===== config.mk =====
export PLATFORM = sky130hd
export DESIGN_NAME = cic_interpolator
export DESIGN_NICKNAME = d
export VERILOG_FILES = /design/src/rtl/cic_interpolator.sv
export SDC_FILE = /design/constraint.sdc
export NUM_CORES = 2
export LEC_CHECK = 0
export BUFFER_PORTS_ARGS = -buffer_cell sky130_fd_sc_hd__buf_2
export CAP_MARGIN = 10
export CORE_ASPECT_RATIO = 1.1
export CORE_UTILIZATION = 50
export CTS_CLUSTER_DIAMETER = 200
export DETAILED_ROUTE_END_ITERATION = 8
export PLACE_DENSITY_LB_ADDON = 0.12
export SETUP_SLACK_MARGIN = 0.02
export SLEW_MARGIN = 15
export SYNTH_ARGS = -nofsm -noshare
export SYNTH_HDL_FRONTEND = slang
export SYNTH_SLANG_ARGS = --single-unit

===== constraint.sdc =====
create_clock -name CLK -period 29 [get_ports CLK]
set_input_delay 4.35 -clock CLK [delete_from_list [all_inputs] [get_ports CLK]]
set_output_delay 4.35 -clock CLK [all_outputs]
set_load 0.02 [all_outputs]

===== src/rtl/cic_interpolator.sv =====
// ---------------------------------------------------------------------------
// cic_interpolator
//
// N-stage CIC interpolator. Low-rate signed 32-bit samples are taken once
// every 2^tc_a ticks, run through N comb stages at the low rate, zero-stuffed
// up to the tick rate and integrated by N integrators at the tick rate. The
// last integrator is normalised by an arithmetic shift of tc_a*(N-1) so DC
// passes with unity gain, then saturated to 32 bits.
//
// Ports
//   CLK        system clock, rising edge
//   RST        asynchronous active-high reset, clears all state
//   tick       high-rate step enable (one output sample per tick)
//   TC         log2 of the rate change; takes effect at the next phase wrap
//   IN         signed low-rate input, sampled on phase-0 ticks
//   IN_ACK     one-CLK pulse after each sampling tick
//   OUT        signed high-rate output, holds between ticks
//   OUT_VALID  one-CLK pulse after each tick (when OUT updates)
// ---------------------------------------------------------------------------
module cic_interpolator #(
  parameter int N = 3
) (
  input  logic        CLK,
  input  logic        RST,
  input  logic        tick,
  input  logic [3:0]  TC,
  input  logic [31:0] IN,
  output logic        IN_ACK,
  output logic [31:0] OUT,
  output logic        OUT_VALID
);

  // Integrator growth is at most R^(N-1) on a 32-bit input, so 16 guard bits
  // per stage keep the final integrator's true value representable.
  localparam int ACC_W = 32 + 16 * N;

  localparam logic signed [ACC_W-1:0] SAT_MAX = {{(ACC_W-31){1'b0}}, {31{1'b1}}};
  localparam logic signed [ACC_W-1:0] SAT_MIN = {{(ACC_W-31){1'b1}}, {31{1'b0}}};

  // Floor division by 2^sh.
  function automatic logic signed [ACC_W-1:0] shr_floor(
    input logic signed [ACC_W-1:0] v,
    input logic [7:0]              sh
  );
    return v >>> sh;
  endfunction

  // Clamp to the signed 32-bit range.
  function automatic logic [31:0] sat32(input logic signed [ACC_W-1:0] v);
    if (v > SAT_MAX) begin
      return 32'h7fff_ffff;
    end else if (v < SAT_MIN) begin
      return 32'h8000_0000;
    end else begin
      return v[31:0];
    end
  endfunction

  // Control state
  logic [14:0] ph;
  logic [3:0]  tc_a;
  logic [14:0] ph_last;
  logic        samp;
  logic [7:0]  sh;

  // Datapath state: comb/delay at the low rate, integrators at the tick rate
  logic signed [ACC_W-1:0] comb_p0  [N];
  logic signed [ACC_W-1:0] dly_p0   [N];
  logic signed [ACC_W-1:0] integ_p1 [N];

  logic signed [ACC_W-1:0] comb_in  [N];
  logic signed [ACC_W-1:0] integ_in [N];
  logic signed [ACC_W-1:0] acc_next;

  assign ph_last = 15'((32'd1 << tc_a) - 32'd1);
  assign samp    = (ph == 15'd0);
  assign sh      = 8'(tc_a) * 8'(N - 1);

  always_comb begin
    // Comb stage inputs: c0 is the sign-extended sample, then each stage
    // feeds the next from its registered value.
    comb_in[0] = {{(ACC_W-32){IN[31]}}, IN};
    for (int i = 1; i < N; i++) begin
      comb_in[i] = comb_p0[i-1];
    end
    // Zero-stuffing: the comb output only enters on phase-0 ticks.
    integ_in[0] = samp ? comb_p0[N-1] : '0;
    for (int j = 1; j < N; j++) begin
      integ_in[j] = integ_p1[j-1];
    end
    // Value the last integrator takes at this tick; OUT is loaded from it so
    // OUT and OUT_VALID change on the same edge.
    acc_next = integ_p1[N-1] + integ_in[N-1];
  end

  always_ff @(posedge CLK or posedge RST) begin
    if (RST) begin
      ph        <= '0;
      tc_a      <= '0;
      IN_ACK    <= 1'b0;
      OUT_VALID <= 1'b0;
      OUT       <= '0;
      for (int i = 0; i < N; i++) begin
        comb_p0[i]  <= '0;
        dly_p0[i]   <= '0;
        integ_p1[i] <= '0;
      end
    end else begin
      IN_ACK    <= tick && samp;
      OUT_VALID <= tick;
      if (tick) begin
        // Stage p0: comb section, low rate
        if (samp) begin
          for (int i = 0; i < N; i++) begin
            comb_p0[i] <= comb_in[i] - dly_p0[i];
            dly_p0[i]  <= comb_in[i];
          end
        end
        // Stage p1: integrator section, tick rate (wraps modulo 2^ACC_W)
        for (int j = 0; j < N; j++) begin
          integ_p1[j] <= integ_p1[j] + integ_in[j];
        end
        // Stage p2: gain normalisation with the rate in force at this tick
        OUT <= sat32(shr_floor(acc_next, sh));
        // A new rate is adopted only at a phase wrap (R=1 wraps every tick).
        if (ph == ph_last) begin
          ph   <= '0;
          tc_a <= TC;
        end else begin
          ph <= ph + 15'd1;
        end
      end
    end
  end

endmodule


==> run summary <==
Gr ovfl total -> 0
Total power -> 4250 µW
# IOs -> 73
Die Area -> 96700 µm²
Fin. Hold Viols -> 0
Hold Crit Class -> flop to flop
Initial antenna violation count -> 0
EDFF count, synth -> 0
Max_cap viols -> 0
Status -> completed
Clk_skew -> 0.0327 ns
H-tree lvl count -> 3
Reg area -> 15800 µm²
Layout cells sized above 1 -> 0.0992
Total track usage -> 0.244
Fin cells -> 6816
Cts hold-fix bufs -> 0
Diodes inserted -> 0
Ys flop type -> dfrtp_1
PortBufs -> 72
Clk buf depth -> 3
Final Wtd Congestion -> 0.926
Dpl ws -> 20.07 ns
Critical Path End Type -> flop
Fin Setup TNS -> 0 ns
GR Layer Usage met3 -> 0.0265
Final Setup Violations -> 0
Via count -> 39.3k
Met1 usage -> 0.354
CTS tree -> done
First-pass GRT wire length -> 195000 µm
Max Fclk -> 0.119 GHz
Synth top area share -> 0.331
Critical path fanouts, max -> 3
Synthesized area -> 47700 µm²
Cell taking the most area after synthesis -> dfrtp_1
Slack of the critical path -> 20.61 ns
Unrepaired setup endpoints after global routing -> no
Clk Latency, worst-skew pair -> 0.66 ns
Die Height -> 326 µm
Worst Path Required -> 29.52 ns
Setup CP Type -> input port to flop
Antenna-violating nets left -> 0
Die W -> 297 µm
Vias per cell -> 5.76
Pwr/cell area -> 82.1 nW/µm²
Post-CTS sizing -> 0
Layout area overhead -> 8.53%
Core area -> 94300 µm²
Starting density of the core -> 0.506
Drt pass-1 iters -> 8
Final #Nets -> 5925
Number of global-route vias before repair -> 37.1k
Pint -> 2460 µW
DRT iter0 DRCs -> 2353
Sw Pwr -> 1800 µW
HPWL Detailed -> 88300 µm
Yosys warnings -> 0
Synth cell types -> 102
Worst vdd ir -> 0.0602 mV
Combinational power share -> 0.503
Worst EP arrival -> 8.90 ns
Routed length per instance -> 17.3 µm
CTS Root Cell -> clkbuf_16
Sequential area share after synthesis -> 0.331
DRC Markers -> 0
Clock sinks -> 631
Actual slew at the worst max-slew pin -> 1.01 ns
Final wirelength -> 118000 µm
Multi-input logic area -> 30000 µm²
Clk pwr share -> 0.240
Pin count of the biggest net entering global routing -> 125
Inst Count DP -> 6678
Sw frac -> 0.422
CTS buffer count -> 75
Site Rows -> 118
M2 GR Usage -> 0.375
Final period utilization -> 0.289
Clk slew on worst S/H paths -> 0.05 ns
Layout fillers -> 8852
Leakage -> 0.0251 µW
Reg power frac -> 0.257
Synthesized instance count -> 5545
#FFs+latches synth -> 631
Async set-reset flop share out of synthesis -> 1.00
Gr busiest metal -> met2
Slew Viols, Final -> 0
Largest cells by area after synthesis -> dfrtp_1, ha_1, o21ai_0, nand2_1, mux2_2
Final Critical Period -> 8.39 ns
Synthesized Nets -> 5975
Syn Area/Cell -> 8.61 µm²
Postcts setup bufs -> 0
Max transition margin -> 0.324
Type of origin of the critical path -> input port
[cell usage in the layout (no fill, tap or decap), types with 92 or more instances in the layout]
cell	count
xnor2_1	216
a21oi_1	419
a21o_1	187
and2_1	105
dfrtp_1	627
nor2_1	338
inv_1	278
nand3_1	128
mux2_2	206
ha_1	384
nand2_1	665
xor2_1	127
nor3_1	92
o21ai_0	502
[worst max-delay path, cell delays in order]
cell       delay [ns]
buf_2            0.08
inv_1            0.04
ha_1             0.22
fa_1             0.41
nor2b_1          0.11
o21ai_0          0.09
a21boi_0         0.22
o21ai_0          0.13
a21oi_1          0.23
o21ai_0          0.13
a21oi_1          0.22
o21a_1           0.15
o21ai_0          0.13
a21oi_1          0.26
a2111oi_0        0.16
o21a_1           0.24
a2111oi_0        0.63
o31a_1           0.29
o41ai_1          0.12
o21ai_0          0.31
a21oi_1          0.11
a211o_1          0.27
[synthesized netlist by cell type (61+ instances only)]
library cell and number:
o21bai_1 61, xnor2_1 216, nor2_1 338, clkbuf_1 210, mux2i_1 79, o21ai_0 503, ha_1 384, dfrtp_1 631
a21o_1 187, nor3_1 92, nand2_1 666, a211oi_1 71, mux2_2 206, a21oi_1 419, inv_1 279, nand3_1 128
and2_1 105, xor2_1 127
[state kept, by name (all words and copies together) (netlist names)]
| register | cells |
|---|---|
| integ_in | 160 |
| dly_p0 | 145 |
| comb_in | 113 |
| comb_p0 | 80 |
| integ_p1 | 80 |
| OUT | 32 |
| ph | 15 |
| tc_a | 4 |
| IN_ACK | 1 |
| OUT_VALID | 1 |
[per-layer routing]
| layer | part of all wire | wire (µm) |
|---|---|---|
| met1 | 0.50 | 58400 |
| met2 | 0.44 | 51400 |
| met3 | 0.038 | 4450 |
| met4 | 0.030 | 3560 |
| met5 | 0 | 0 |
[layout make-up]
type	instances	share of cell area
clock inverters	37	0.0104
multi-input cells	4391	0.579
flip-flops and latches	631	0.305
clock buffers	101	0.0416
well taps	1260	0.0304
inverters	284	0.0209
repair buffers	112	0.0129
[final timing paths]
check	from	end	slack, ns	cells after the start
worst max register to register	ph[0]$_DFFE_PP0P_	integ_in[154]$_DFFE_PP0P_	21.43	26
worst max-delay path	IN[0]	comb_in[158]$_DFFE_PP0P_	20.61	22
min in group asynchronous	RST	dly_p0[162]$_DFFE_PP0P_	3.74	2
worst min-delay path	comb_p0[32]$_DFFE_PP0P_	comb_p0[32]$_DFFE_PP0P_	0.47	2
max in group asynchronous	RST	tc_a[1]$_DFFE_PP0P_	22.36	5
worst min register to register	comb_p0[32]$_DFFE_PP0P_	comb_p0[32]$_DFFE_PP0P_	0.47	2
[power by group through the flow]
stage / sequential, µW / clock, µW / combinational (µW)
floorplan: 1090 / 0 / 1540
global placement: 1100 / 0 / 2100
detailed placement: 1110 / 0 / 2100
CTS: 1090 / 1050 / 2110
global route: 1110 / 1080 / 2330
finish: 1090 / 1020 / 2140
[stage by stage]
step           hold WS, ns  area, µm²  utilization
4_1_cts              0.473      51800        0.549
3_5_place_dp         0.462      49100        0.520
5_1_grt              0.497      51800        0.549
2_1_floorplan        0.442      47700            -
6_report             0.467      51800        0.549
3_3_place_gp         0.452      49100        0.520
[cells by family after synthesis]
logic type,count (synthesis),synth area share
buffers and inverters,523,0.0417
flip-flops,631,0.331
AND/OR/NAND/NOR,1657,0.161
AO/OA/AOI/OAI,1695,0.225
XOR/XNOR,344,0.0633
adder cells (fa/ha/maj),391,0.104
multiplexers,304,0.0741
Power figures use the tool's default switching activity.
